File: src/rtl/mem_array_search_arbiter.sv
// Two-requester round-robin front end for a DEPTH x DATA_W array with per-entry valid bits.
// Optional build macro MEM_ARRAY_MATCH_COUNT_EN: SEARCH scans every entry and reports the match count.
module mem_array_search_arbiter #(
    parameter int DATA_W = 8,
    parameter int DEPTH  = 16,
    parameter int ADDR_W = 4
) (
    input  logic                  clk,
    input  logic                  rst,
    input  logic [1:0]            req_valid,
    output logic [1:0]            req_ready,
    input  logic [3:0]            req_op,
    input  logic [2*ADDR_W-1:0]   req_addr,
    input  logic [2*DATA_W-1:0]   req_data,
    output logic                  rsp_valid,
    input  logic                  rsp_ready,
    output logic                  rsp_id,
    output logic                  rsp_hit,
    output logic [ADDR_W-1:0]     rsp_index,
    output logic [ADDR_W:0]       rsp_count
);

    typedef enum logic [1:0] {IDLE, SCAN, RESP} state_t;

    localparam logic [1:0] OP_WRITE  = 2'b00;
    localparam logic [1:0] OP_SEARCH = 2'b01;

    state_t state, next_state;

    logic [DATA_W-1:0] mem [DEPTH];
    logic              valid [DEPTH];
    logic              last_grant;
    logic [ADDR_W-1:0] scan_idx;
    logic [DATA_W-1:0] key;

    logic              grant_id;
    logic              accept;
    logic [1:0]        grant_op;
    logic [ADDR_W-1:0] grant_addr;
    logic [DATA_W-1:0] grant_data;
    logic              scan_match;
    logic              scan_last;

    assign grant_id   = req_ready[1];
    assign accept     = |(req_valid & req_ready);
    assign grant_op   = grant_id ? req_op[3:2] : req_op[1:0];
    assign grant_addr = grant_id ? req_addr[2*ADDR_W-1:ADDR_W] : req_addr[ADDR_W-1:0];
    assign grant_data = grant_id ? req_data[2*DATA_W-1:DATA_W] : req_data[DATA_W-1:0];
    assign scan_match = valid[scan_idx] && (mem[scan_idx] == key);
    assign scan_last  = (scan_idx == ADDR_W'(DEPTH - 1));

    always_ff @(posedge clk or posedge rst) begin
        if (rst) state <= IDLE;
        else     state <= next_state;
    end

    always_comb begin
        next_state = state;
        case (state)
            IDLE: if (accept) next_state = (grant_op == OP_SEARCH) ? SCAN : RESP;
`ifdef MEM_ARRAY_MATCH_COUNT_EN
            SCAN: if (scan_last) next_state = RESP;
`else
            SCAN: if (scan_match || scan_last) next_state = RESP;
`endif
            RESP: if (rsp_ready) next_state = IDLE;
            default: next_state = IDLE;
        endcase
    end

    // Ready is gated by rst so nothing is offered while reset is held.
    always_comb begin
        req_ready = 2'b00;
        rsp_valid = (state == RESP);
        if (state == IDLE && !rst) begin
            if (&req_valid) req_ready = last_grant ? 2'b01 : 2'b10;
            else            req_ready = req_valid;
        end
    end

    always_ff @(posedge clk or posedge rst) begin
        if (rst)         last_grant <= 1'b1;
        else if (accept) last_grant <= grant_id;
    end

    for (genvar g = 0; g < DEPTH; g++) begin : g_entry
        always_ff @(posedge clk or posedge rst) begin
            if (rst) begin
                mem[g]   <= '0;
                valid[g] <= 1'b0;
            end else if (accept && grant_op != OP_SEARCH && grant_addr == ADDR_W'(g)) begin
                if (grant_op == OP_WRITE) begin
                    mem[g]   <= grant_data;
                    valid[g] <= 1'b1;
                end else begin
                    valid[g] <= 1'b0;
                end
            end
        end
    end

    // Response fields double as scan accumulators; they are only visible once RESP is reached.
    always_ff @(posedge clk or posedge rst) begin
        if (rst) begin
            scan_idx  <= '0;
            key       <= '0;
            rsp_id    <= 1'b0;
            rsp_hit   <= 1'b0;
            rsp_index <= '0;
            rsp_count <= '0;
        end else begin
            case (state)
                IDLE: begin
                    if (accept) begin
                        rsp_id    <= grant_id;
                        rsp_count <= '0;
                        if (grant_op == OP_SEARCH) begin
                            key       <= grant_data;
                            scan_idx  <= '0;
                            rsp_hit   <= 1'b0;
                            rsp_index <= '0;
                        end else begin
                            rsp_hit   <= 1'b1;
                            rsp_index <= grant_addr;
                        end
                    end
                end
                SCAN: begin
                    if (scan_match && !rsp_hit) begin
                        rsp_hit   <= 1'b1;
                        rsp_index <= scan_idx;
                    end
`ifdef MEM_ARRAY_MATCH_COUNT_EN
                    if (scan_match) rsp_count <= rsp_count + (ADDR_W+1)'(1);
`endif
                    if (!scan_last) scan_idx <= scan_idx + ADDR_W'(1);
                end
                default: ;
            endcase
        end
    end

endmodule

File: config.mk
export PLATFORM = sky130hd
export DESIGN_NAME = mem_array_search_arbiter
export DESIGN_NICKNAME = d
export VERILOG_FILES = /design/src/rtl/mem_array_search_arbiter.sv
export SDC_FILE = /design/constraint.sdc
export NUM_CORES = 1
export LEC_CHECK = 0
export CORE_ASPECT_RATIO = 0.9
export CORE_UTILIZATION = 50
export CTS_CLUSTER_SIZE = 16
export DETAILED_ROUTE_END_ITERATION = 10
export GPL_TIMING_DRIVEN = 0
export PLACE_DENSITY = 0.77
export SLEW_MARGIN = 10
export SYNTH_ARGS = -nofsm -noshare
export SYNTH_HDL_FRONTEND = slang
export SYNTH_SLANG_ARGS = --single-unit
File: constraint.sdc
create_clock -name clk -period 7.1 [get_ports clk]
set_clock_uncertainty 0.05 [all_clocks]
set_input_delay 0.71 -clock clk [delete_from_list [all_inputs] [get_ports clk]]
set_output_delay 0.71 -clock clk [all_outputs]
set_load 0.05 [all_outputs]
After elaboration in Yosys (flattened, before gate mapping):

Cells that the tools add are included.
Widths: inputs -> output; s select.

* bits in registers: 165
* logic and storage cells: 150
* output and inout bits: 14
* bits of input ports: 33

* equality and inequality tests: 27
* bitwise gates (word level): 2
* reduce and logical (&&, ||, !) cells: 50
* add/subtract/negate cells: 1
* mux-type cells: 30
* $lt $le $gt $ge: 1

Operator list (count)
* $eq 4x4->1 const B: 9
* $reduce_and 2->1: 18
* $bmux 8 s4: 1
* $mux 4: 7
* $mux 8: 3
* $logic_and 1x1->1: 20
* $eq 4x3->1 const B: 4
* $mux 2: 8
* $pmux 4 s2: 2
* $reduce_and 3->1: 3
* $eq 4x2->1 const B: 2
* $eq 8x8->1: 1
* $ne 2x2->1 const B: 4
* $mux 1: 6
* $ne 2x1->1 const B: 3
* $pmux 2 s3: 1
* $ge 5x5->1 const B: 1
* $not 4->5: 1
* $add 4x1->4 const B: 1
* $bmux 1 s4: 1
* $eq 2x1->1 const B: 2
* $eq 4x1->1 const B: 1
* $logic_not 2->1: 2
* $logic_not 4->1: 1
* other kinds (8): 9

Longest topological paths before layout:

* word-level depth: 9
* depth in mapped cells: 11
* mapped depth without buffers: 7

Worst setup path after synthesis:

No wires, ideal clock.

* path kind: input -> register
* from: input rst
* to: register mem[112] (netlist name)
* setup time: 0.125 ns
* arrival: 2.740 ns
* buffers on the path: 2
* setup slack: 4.185 ns
* data required time: 6.925 ns
* cell stages on the path: 8
* path through: nor3_1 nand3_1 buf_2 mux2i_1 nor3b_1 nor2b_1 buf_2 mux2_2

* word-level cells in the longest chain between the ends: 8

Ends and longest elaborated chain
* from (decl): RTL line 9 `input logic rst,`
* $logic_not 1->1 (no source line) *
* $logic_and 1x1->1 *: RTL line 75 `if (state == IDLE && !rst) begin`
* $mux 2 *: RTL line 75
* $mux 2 / $and 2x2->2 (equally long branches): RTL line 46, 45
* $ne 2x1->1 / $reduce_or 2->1 (equally long branches): RTL line 91, 45
* $logic_and 1x1->1 (2 in series): RTL line 91 `end else if (accept && grant_op != OP_SEARCH && grant_addr == ADDR_W'(g)) begin`
* $reduce_and 2->1 (no source line)
* to (signal, indexed assignment): RTL line 93 `mem[g] <= grant_data;`
* to (decl): RTL line 30 `logic [DATA_W-1:0] mem [DEPTH];`

Mark *: on every way between the ends. The rest lies on a longest branch, timed or not.
A chain may end at the register's enable or synchronous reset.

Worst setup path in the final report:

* from: input rst
* to: output req_ready[1]

* word-level cells in the longest chain between the ends: 3

Ends and longest elaborated chain
* $logic_not 1->1 (no source line)
* $logic_and 1x1->1: RTL line 75
* $mux 2: RTL line 75
* to (decl): RTL line 11 `output logic [1:0] req_ready,`

Every way passes these cells.

==> reports/metrics.csv <==
stage,metric,value,unit
die,Die Ht,122,um
placement,RePlAce Congestion,0.880,
synthesis,Synth Instances,600,
die,DIE WIDTH,136,um
route,routed len/inst,23.1,um
placement,Post-DP HPWL,13.0,mm
route,final wirelength,20.3,mm
synthesis,synth warn,0,
min_path,Hold Crit Class,reg2reg,
synthesis,post-synthesis sequential area ratio,0.512,
power,Leak Pwr,4.41,nW
clock_tree,Worst-path clk slew,0.06,ns
die,Starting Density,0.517,
layout,"commonest non-fill, non-tap cells in the layout","164 x dfrtp_1, 147 x mux2_2, 62 x nand2_1",
clock_tree,clock buffer depth,2,
critical_path,crit path capture type,output port,
clock_tree,Clock Sink Count,165,
clock_tree,H-tree depth reported by CTS,4,
critical_path,Worst path slowest cell,clkdlybuf4s50_1,
critical_path,reg2reg setup slack,3.50,ns
timing,Final Cycle Share,0.621,
timing,Setup TNS,0,ns
route,Vias/cell,5.96,
power,power density cells,359,nW/um^2
global_routing,initial antenna violation count,0,
synthesis,asr flop ratio synth,1.00,
clock_tree,CTS Root Buffer Type,clkbuf_16,
status,status,"complete, no violations",
global_routing,GRT Overall Usage,0.265,
critical_path,crit start category,input pin,
timing,final slew viol count,0,
layout,final net count,699,
critical_path,worst path cell trace,clkdlybuf4s50_1 -> nor3_1 -> nand3_1 -> buf_2 -> inv_1 -> clkbuf_1 -> clkdlybuf4s50_1,
global_routing,vias in the first global route,5448,
route,DRC viols,0,
clock_tree,postcts setup bufs,0,
critical_path,data required time of the worst path,6.34,ns
critical_path,worst-path maximum fanout,10,
critical_path,critical path class,in2out,
timing,RSZ-0062 raised after global routing,no,
job,max-cap viol count,0,
clock_tree,post-cts sizing count,0,
route,Antenna Nets Post-Route,0,
clock_tree,worst skew pair latency,0.44,ns
clock_tree,CTS tree,yes,
global_routing,global-route wire length before repair,31.5,mm
critical_path,worst r2r src,state[1],
timing,relative slew slack,0.358,
critical_path,worst path bufs/invs,5,
power,VDD IR max,0.213,mV
layout,Area Overhead vs Synth,16.5,%
timing,final hold vios,0,
route,initial DRC count,372,
clock_tree,CTS Buf Count,17,
synthesis,Post-synth EDFFs,0,
critical_path,worst setup path start,rst,
layout,"commonest non-fill, non-tap cell in the layout",dfrtp_1,
synthesis,Yosys reg bits,165,
synthesis,"Top FF cell, synth",dfrtp_1,
power,overall power,3.38,mW
global_routing,largest net degree at the start of global routing,128,
synthesis,Netlist cell types,54,
die,core area,15600,sq um
timing,maximum clock rate,227,MHz
critical_path,CP max stage delay,0.94,ns
layout,Fillers,1137,
critical_path,"Arr. time, crit path",3.65,ns
timing,Final setup viols,0,
layout,Antenna Cells,0,
route,via count,5236,
synthesis,syn_area_per_cell,13.4,sq um
die,die area,16600,sq um
layout,fraction of layout cells with a size suffix above 1,0.356,
clock_tree,# hold bufs at CTS,0,
critical_path,Crit path top cell by count,clkdlybuf4s50_1,
die,number of top-level pins,47,
critical_path,CP top delay family,buffers and inverters,
min_path,hold path start,last_grant,
synthesis,Netlist Area Pre-Place,8060,sq um
placement,# port buffers,41,
timing,Worst Tran Pin Value,0.960,ns
die,Rows,43,
global_routing,grt ovf,0,
timing,fin crit period,4.41,ns
route,router iterations before antenna repair,6,
## registers in the layout, indices dropped and copies added (netlist names)
register	cells
scan_idx	4
valid	16
mem	128
rsp_hit	1
key	8
rsp_index	4
state	2
last_grant	1
rsp_id	1
## layer usage
metal,GRT usage,share of wire,wire [um],vias to the layer above
met1,0.339,0.42,8590,2703
met2,0.427,0.48,9760,181
li1,-,-,-,2300
met4,0.117,0.031,638,0
met3,0.0690,0.066,1340,52
met5,0,0,0,-
## stage by stage
step	setup WS [ns]	area, sq um	hold WS [ns]	std cells	utilization
2_1_floorplan	1.88	8080	0.394	604	-
3_3_place_gp	0.0567	8740	0.403	847	0.560
3_5_place_dp	2.69	8780	0.415	848	0.563
4_1_cts	2.68	9400	0.425	879	0.602
5_1_grt	2.55	9400	0.453	879	0.602
6_report	2.69	9400	0.425	879	0.602
## where the power goes
group	switching (mW)	leakage [nW]	internal (mW)
clock network	0.382	0.302	0.595
logic	0.598	1.88	0.509
registers	0.129	2.23	1.16
## Yosys cell counts (3+ instances only)
cell type  instances  share of area
mux2_2           147           0.21
o21ai_0            7         0.0043
mux4_1             3         0.0098
nor2b_1           12         0.0093
nand3_1           10         0.0062
buf_2             12         0.0074
buf_4              8         0.0074
a22o_1             8         0.0087
clkbuf_1          19         0.0088
xnor2_1            5         0.0054
inv_1              5         0.0023
and2_1             5         0.0039
o31ai_1            6         0.0056
a22oi_1            3         0.0028
nand2b_1           7         0.0054
nand2_1           62          0.029
nand4_1            4         0.0031
nor2_1             5         0.0023
mux4_2            25          0.070
dfrtp_1          164           0.51
mux2_4             4         0.0074
a21oi_1            7         0.0043
nor3_1             7         0.0043
mux2i_1           30          0.037
## kinds of logic after synthesis
logic type               count (synthesis)  share of synthesized area
multiplexers                           210                      0.331
flip-flops                             165                      0.512
AND/OR/NAND/NOR                        124                     0.0759
buffers and inverters                   47                     0.0284
AO/OA/AOI/OAI                           45                     0.0427
XOR/XNOR                                 7                    0.00760
adder cells (fa/ha/maj)                  1                    0.00155
other                                    1                   0.000465
## layout make-up
type / instances / area, sq um / share of cell area
Timing Repair Buffer: 42 / 438 / 0.0466
Sequential cell: 165 / 4130 / 0.439
Clock buffer: 18 / 439 / 0.0467
Clock inverter: 13 / 181 / 0.0193
Tap cell: 202 / 253 / 0.0269
Multi-Input combinational cell: 392 / 3720 / 0.396
Buffer: 41 / 206 / 0.0220
Inverter: 6 / 30.0 / 0.00320
## worst reg2reg max path: cells and delay by family, from the launching register on
kind                   cells  cell delay, ns
buffers and inverters      1            0.25
DFF                        1            0.40
muxes                      2            0.74
and+or+nand+nor            4            2.05
## final timing paths
check / depth (start not counted) / endpoint
worst min register to register: 2 / last_grant
max in group asynchronous: 3 / mem[106]
worst max register to register: 7 / mem[54]
worst min-delay path: 2 / last_grant
min in group asynchronous: 2 / rsp_id
worst max-delay path: 7 / req_ready[1]
Note: power is estimated with default switching activity, not from simulation.
